File: config.mk
export PLATFORM = sky130hd
export DESIGN_NAME = pwm_multi
export DESIGN_NICKNAME = d
export VERILOG_FILES = /design/src/rtl/pwm_multi.sv
export SDC_FILE = /design/constraint.sdc
export NUM_CORES = 2
export LEC_CHECK = 0
export BUFFER_PORTS_ARGS = -buffer_cell sky130_fd_sc_hd__buf_2
export CORE_MARGIN = 1
export CORE_UTILIZATION = 60
export CTS_BUF_LIST = sky130_fd_sc_hd__clkbuf_16
export CTS_CLUSTER_DIAMETER = 50
export DETAILED_ROUTE_END_ITERATION = 10
export PLACE_DENSITY = 0.8
export REMOVE_ABC_BUFFERS = 1
export SYNTH_ARGS = -nofsm -noshare
export SYNTH_HDL_FRONTEND = slang
export SYNTH_SLANG_ARGS = --single-unit
File: constraint.sdc
create_clock -name clk_i -period 8.2 [get_ports clk_i]
set_input_delay 1.64 -clock clk_i [delete_from_list [all_inputs] [get_ports clk_i]]
set_output_delay 1.64 -clock clk_i [all_outputs]
set_load 0.01 [all_outputs]
File: src/rtl/pwm_multi.sv
// pwm_multi: NUM_CH independent PWM channels with
// standard, breathing and center-aligned modes.
module pwm_multi #(
  parameter int NUM_CH = 4,
  parameter int CNT_W  = 32,
  parameter int STEP_W = 12
) (
  input  logic                     clk_i,
  input  logic                     rst_i,
  input  logic [2*NUM_CH-1:0]      mode_i,
  input  logic [CNT_W*NUM_CH-1:0]  period_i,
  input  logic [CNT_W*NUM_CH-1:0]  thr1_i,
  input  logic [CNT_W*NUM_CH-1:0]  thr2_i,
  input  logic [STEP_W*NUM_CH-1:0] step_i,
  input  logic                     sync_i,
  output logic [NUM_CH-1:0]        pwm_o,
  output logic [NUM_CH-1:0]        period_end_o
);

  typedef enum logic [1:0] {
    M_OFF = 2'd0,
    M_STD = 2'd1,
    M_BRE = 2'd2,
    M_CTR = 2'd3
  } mode_e;

  localparam logic [CNT_W-1:0] ONE = CNT_W'(1);
  localparam logic [CNT_W-1:0] TWO = CNT_W'(2);

  for (genvar c = 0; c < NUM_CH; c++) begin : g_ch
    mode_e              m_in;
    logic [CNT_W-1:0]   p_in, t1_in, t2_in;
    logic [STEP_W-1:0]  s_in;
    mode_e              mode_q, mode_d;
    logic [CNT_W-1:0]   cnt_q, cnt_d;
    logic [CNT_W-1:0]   duty_q, duty_d;
    logic [CNT_W-1:0]   p_s_q, p_s_d;
    logic [CNT_W-1:0]   t1_s_q, t1_s_d;
    logic [CNT_W-1:0]   t2_s_q, t2_s_d;
    logic [STEP_W-1:0]  s_s_q, s_s_d;
    logic               dir_q, dir_d;
    logic               pwm_q, pwm_d;
    logic               pe_q, pe_d;
    logic               wrap, reload;
    logic [CNT_W:0]     s_ext, up_sum, lo_sum;

    assign m_in   = mode_e'(mode_i[2*c+:2]);
    assign p_in   = period_i[CNT_W*c+:CNT_W];
    assign t1_in  = thr1_i[CNT_W*c+:CNT_W];
    assign t2_in  = thr2_i[CNT_W*c+:CNT_W];
    assign s_in   = step_i[STEP_W*c+:STEP_W];

    // one extra bit so ramp sums never wrap
    assign s_ext  = (CNT_W+1)'(s_in);
    assign up_sum = {1'b0, duty_q} + s_ext;
    assign lo_sum = {1'b0, t1_in} + s_ext;

    // next state: mode entry > sync > short period > count
    always_comb begin
      mode_d = mode_q;
      cnt_d  = cnt_q;
      dir_d  = dir_q;
      duty_d = duty_q;
      p_s_d  = p_s_q;
      t1_s_d = t1_s_q;
      t2_s_d = t2_s_q;
      s_s_d  = s_s_q;
      pwm_d  = 1'b0;
      pe_d   = 1'b0;
      wrap   = 1'b0;
      reload = 1'b0;
      if (m_in != mode_q) begin
        mode_d = m_in;
        cnt_d  = '0;
        dir_d  = 1'b0;
        duty_d = t1_in;
        reload = 1'b1;
      end else if (mode_q == M_OFF) begin
        cnt_d = '0;
      end else if (sync_i) begin
        cnt_d = '0;
        dir_d = 1'b0;
      end else if (p_s_q < TWO) begin
        cnt_d  = '0;
        reload = 1'b1;
      end else begin
        unique case (1'b1)
          (mode_q == M_CTR): begin
            pwm_d = (cnt_q < t1_s_q);
            if (!dir_q) begin
              if (cnt_q == p_s_q - ONE) begin
                if (cnt_q == ONE) begin
                  wrap = 1'b1;
                end else begin
                  dir_d = 1'b1;
                  cnt_d = cnt_q - ONE;
                end
              end else begin
                cnt_d = cnt_q + ONE;
              end
            end else if (cnt_q == ONE) begin
              wrap  = 1'b1;
              dir_d = 1'b0;
            end else begin
              cnt_d = cnt_q - ONE;
            end
          end
          default: begin
            pwm_d = (cnt_q < ((mode_q == M_BRE) ?
                              duty_q : t1_s_q));
            if (cnt_q == p_s_q - ONE) begin
              wrap = 1'b1;
            end else begin
              cnt_d = cnt_q + ONE;
            end
          end
        endcase
      end
      if (wrap) begin
        cnt_d  = '0;
        pe_d   = 1'b1;
        reload = 1'b1;
      end
      if (reload) begin
        p_s_d  = p_in;
        t1_s_d = t1_in;
        t2_s_d = t2_in;
        s_s_d  = s_in;
      end
      // ramp uses the freshly reloaded bounds
      if (wrap && mode_q == M_BRE) begin
        if (t1_in >= t2_in || s_in == '0) begin
          duty_d = t1_in;
        end else if (!dir_q) begin
          if (up_sum >= {1'b0, t2_in}) begin
            duty_d = t2_in;
            dir_d  = 1'b1;
          end else begin
            duty_d = up_sum[CNT_W-1:0];
          end
        end else if ({1'b0, duty_q} <= lo_sum) begin
          duty_d = t1_in;
          dir_d  = 1'b0;
        end else begin
          duty_d = duty_q - s_ext[CNT_W-1:0];
        end
      end
    end

    // channel state and registered outputs
    always_ff @(posedge clk_i) begin
      if (rst_i) begin
        mode_q <= M_OFF;
        cnt_q  <= '0;
        dir_q  <= 1'b0;
        duty_q <= '0;
        p_s_q  <= '0;
        t1_s_q <= '0;
        t2_s_q <= '0;
        s_s_q  <= '0;
        pwm_q  <= 1'b0;
        pe_q   <= 1'b0;
      end else begin
        mode_q <= mode_d;
        cnt_q  <= cnt_d;
        dir_q  <= dir_d;
        duty_q <= duty_d;
        p_s_q  <= p_s_d;
        t1_s_q <= t1_s_d;
        t2_s_q <= t2_s_d;
        s_s_q  <= s_s_d;
        pwm_q  <= pwm_d;
        pe_q   <= pe_d;
      end
    end

    assign pwm_o[c]        = pwm_q;
    assign period_end_o[c] = pe_q;
  end

endmodule

==> impl_metrics.sql <==
INSERT INTO impl_metrics (metric_group, metric, value, unit) VALUES
('status', 'outcome', 'finished clean', ''),
('logic_synthesis', 'yosys_warnings', '0', ''),
('power', 'design_power', '10.4', 'mW'),
('final_layout', 'num-nets-final', '9393', ''),
('floorplan', 'rows', '115', ''),
('floorplan', 'die_y', '317', 'um'),
('clocking', 'cts_hold_buffers', '0', ''),
('power', 'power.combinational.fraction', '31.1', '%'),
('route', 'routed_wl', '207000', 'um'),
('global_route', 'grt_pass1_wl', '318000', 'um'),
('global_route', 'grt_max_degree', '84', ''),
('timing', 'relative_max_transition_margin', '11.0', '%'),
('clocking', 'post_cts_resize_count', '0', ''),
('floorplan', 'design.die.area', '0.100', 'mm2'),
('timing', 'hold_slack', '0.447', 'ns'),
('timing', 'final_min_period_over_clock_period', '83.2', '%'),
('timing', 'final.min_clock_period', '6.82', 'ns'),
('final_layout', 'num-fill-cells', '8649', ''),
('setup_path', 'timing.critical_path.fanout_max', '31', ''),
('final_layout', 'most_common_library_cell_in_the_layout_ignoring_fill_and_taps', 'sky130_fd_sc_hd__nor2_1', ''),
('clocking', 'cts_tree', 'yes', ''),
('power', 'power_switching_share', '36.7', '%'),
('setup_path', 'required', '8.81', 'ns'),
('power', 'share_clk_of_total_power', '39.4', '%'),
('logic_synthesis', 'mean_instance_size_in_the_synthesized_netlist', '7.43', 'um2'),
('clocking', 'htree_levels', '3', ''),
('setup_path', 'cp_top_family', 'compound AO/OA/AOI/OAI gates', ''),
('logic_synthesis', 'flip_flop_cell_with_the_highest_count_after_synthesis', 'sky130_fd_sc_hd__dfxtp_1', ''),
('placement', 'place.detailed.hpwl', '159000', 'um'),
('setup_path', 'cp_endpoint_kind', 'flop', ''),
('global_route', 'total_global_route_track_usage', '39.4', '%'),
('timing', 'max_freq', '147', 'MHz'),
('logic_synthesis', 'syn-cell-area', '0.0595', 'mm2'),
('route', 'first_pass_iters', '8', ''),
('route', 'drc_errors_left', '0', ''),
('route', 'dr_total_vias', '63100', ''),
('floorplan', 'ioPinCount', '451', ''),
('route', 'detailedRoute.firstIterationViolations', '7023', ''),
('logic_synthesis', 'library_cells_used_by_synthesis', '103', ''),
('floorplan', 'die-width', '317', 'um'),
('setup_path', 'critPathSlowestCell', 'sky130_fd_sc_hd__nor4_1', ''),
('logic_synthesis', 'netlist_instances', '8005', ''),
('final_layout', 'mostFrequentLayoutCells', '815 x sky130_fd_sc_hd__nor2_1, 792 x sky130_fd_sc_hd__ha_1, 680 x sky130_fd_sc_hd__a21oi_1, 532 x sky130_fd_sc_hd__dfxtp_1, 525 x sky130_fd_sc_hd__nand2_1', ''),
('clocking', 'clock-root-buffer', 'sky130_fd_sc_hd__clkbuf_16', ''),
('logic_synthesis', 'synthArstFlopShare', '0', '%'),
('floorplan', 'initial_core_util', '60.6', '%'),
('timing', 'clock_skew', '0.0325', 'ns'),
('final_layout', 'drive_gt1_share', '9.83', '%'),
('power', 'leakage', '28.7', 'nW'),
('clocking', 'clk_path_buf_depth', '3', ''),
('flow_run', 'maxCapViolCount', '0', ''),
('clocking', 'clkSlewWorstSetupHoldPaths', '0.05', 'ns'),
('power', 'internal-power', '6.57', 'mW'),
('timing', 'worst-slew-pin-transition', '1.33', 'ns'),
('global_route', 'antenna_found_initial', '14', ''),
('logic_synthesis', 'synth_enable_flop_cells', '0', ''),
('timing', 'setup_viol', '0', ''),
('route', 'post_drt_wl_per_cell', '21.7', 'um'),
('clocking', 'clock_sink_count', '532', ''),
('clocking', 'clock_insertion_delay_worst_skew', '0.70', 'ns'),
('timing', 'finalMaxSlewViolations', '0', ''),
('setup_path', 'timing.setup.critical_path_class', 'input pin to flop', ''),
('timing', 'hold_viol', '0', ''),
('power', 'irDropWorstVdd', '0.173', 'mV'),
('timing', 'setup-tns-final', '0', 'ns'),
('setup_path', 'worstPathCellList', 'buf_2, ha_1, fa_1, a211oi_1, o21ai_0, nand2_1, nand2_1, and2_1, o21a_1, nor2_1, nor2_1, xnor2_1, ha_1, nand4_1, nor4_1, a211oi_1, a2111oi_0, o21ai_0, or3_1, buf_4, a21o_1, a21oi_1, o21ai_0, a21oi_1', ''),
('min_path', 'min-delay-path-class', 'flop to flop', ''),
('power', 'powerDensity', '159', 'mW/mm2'),
('placement', 'post-place-ws', '0.948', 'ns'),
('clocking', 'postCtsSetupBuffers', '0', ''),
('placement', 'post_dp_cell_area', '0.0621', 'mm2');
layout make-up:
cell class,instances,area (um2),area share [%]
multi-input cells,6529,45300,69.3
flip-flops and latches,532,10700,16.3
repair buffers,522,2800,4.28
clock buffers,97,2430,3.71
inverters,466,1750,2.67
well taps,1287,1610,2.46
clock inverters,80,823,1.26
diodes,18,45.0,0.0689
state kept, by name, indices dropped and copies added, names as in the netlist:
name         count
g_ch.cnt_q     128
g_ch.duty_q    128
g_ch.p_s_q     128
g_ch.t1_s_q    128
g_ch.mode_q      8
g_ch.dir_q       4
g_ch.pe_q        4
g_ch.pwm_q       4
layer usage:
metal | global-route usage [%] | share of wire, %
met1 | 50.2 | 40
met2 | 62.9 | 44
met3 | 6.58 | 9.8
met4 | 22.0 | 6.0
met5 | 0 | 0.0044
worst paths after layout:
path	startpoint	end	slack, ns	cells past startpoint
worst min register to register	g_ch[1].t1_s_q[24]$_SDFFE_PP0P_	g_ch[1].t1_s_q[24]$_SDFFE_PP0P_	0.45	2
worst max-delay path	thr1_i[0]	g_ch[0].duty_q[15]$_SDFFE_PP0P_	1.38	24
worst min-delay path	g_ch[1].t1_s_q[24]$_SDFFE_PP0P_	g_ch[1].t1_s_q[24]$_SDFFE_PP0P_	0.45	2
worst max register to register	g_ch[2].duty_q[1]$_SDFFE_PP0P_	g_ch[2].duty_q[6]$_SDFFE_PP0P_	2.01	22
Yosys cell counts, types with 55 or more instances:
| library cell | number | area, um2 |
|---|---|---|
| sky130_fd_sc_hd__a211oi_1 | 105 | 788 |
| sky130_fd_sc_hd__xnor2_1 | 342 | 3000 |
| sky130_fd_sc_hd__clkbuf_1 | 380 | 1430 |
| sky130_fd_sc_hd__xor2_1 | 175 | 1530 |
| sky130_fd_sc_hd__nand4_1 | 210 | 1310 |
| sky130_fd_sc_hd__or4_1 | 73 | 548 |
| sky130_fd_sc_hd__o21a_1 | 80 | 601 |
| sky130_fd_sc_hd__a21o_1 | 150 | 1130 |
| sky130_fd_sc_hd__nor3_1 | 273 | 1370 |
| sky130_fd_sc_hd__ha_1 | 792 | 9910 |
| sky130_fd_sc_hd__o211ai_1 | 64 | 480 |
| sky130_fd_sc_hd__nor2b_1 | 96 | 601 |
| sky130_fd_sc_hd__nor3b_1 | 58 | 435 |
| sky130_fd_sc_hd__inv_1 | 465 | 1750 |
| sky130_fd_sc_hd__nor2_1 | 817 | 3070 |
| sky130_fd_sc_hd__a31oi_1 | 55 | 344 |
| sky130_fd_sc_hd__nand3_1 | 241 | 1210 |
| sky130_fd_sc_hd__o21ai_0 | 294 | 1470 |
| sky130_fd_sc_hd__nand2b_1 | 96 | 601 |
| sky130_fd_sc_hd__mux2i_1 | 224 | 2240 |
| sky130_fd_sc_hd__a21oi_1 | 682 | 3410 |
| sky130_fd_sc_hd__or3_1 | 77 | 482 |
| sky130_fd_sc_hd__buf_2 | 55 | 275 |
| sky130_fd_sc_hd__o22ai_1 | 97 | 607 |
| sky130_fd_sc_hd__a221o_1 | 55 | 551 |
| sky130_fd_sc_hd__nor4_1 | 150 | 938 |
| sky130_fd_sc_hd__and3_1 | 144 | 901 |
| sky130_fd_sc_hd__dfxtp_1 | 532 | 10700 |
| sky130_fd_sc_hd__nand2_1 | 526 | 1970 |
logic make-up after synthesis:
kind of cell | Yosys count | share of synthesized area, %
AO/OA/AOI/OAI | 1970 | 21.4
AND/OR/NAND/NOR | 2994 | 25.7
XOR/XNOR | 518 | 7.65
adder cells (fa/ha/maj) | 804 | 17.1
multiplexers | 243 | 4.13
buffers and inverters | 944 | 6.17
flip-flops | 532 | 17.9
power groups by stage:
stage          clock network, mW  logic [mW]  registers [mW]
6_report                    4.10        3.23            3.06
5_1_grt                     4.24        3.54            3.08
4_1_cts                     4.12        3.15            3.04
3_5_place_dp                   0        3.13            3.09
3_3_place_gp                   0        3.05            3.09
2_1_floorplan                  0        2.25            2.98
stage by stage:
| step | cells | util, % |
|---|---|---|
| floorplan | 7527 | - |
| global placement | 9336 | 63.2 |
| detailed placement | 9336 | 63.2 |
| CTS | 9513 | 66.5 |
| global route | 9522 | 66.5 |
| finish | 9531 | 66.6 |
worst min-delay path, stage by stage, from the launching register on:
cell and delay, ns:
sky130_fd_sc_hd__dfxtp_1 0.30, sky130_fd_sc_hd__nand2_1 0.05, sky130_fd_sc_hd__a21oi_1 0.05
Power figures use the tool's default switching activity.
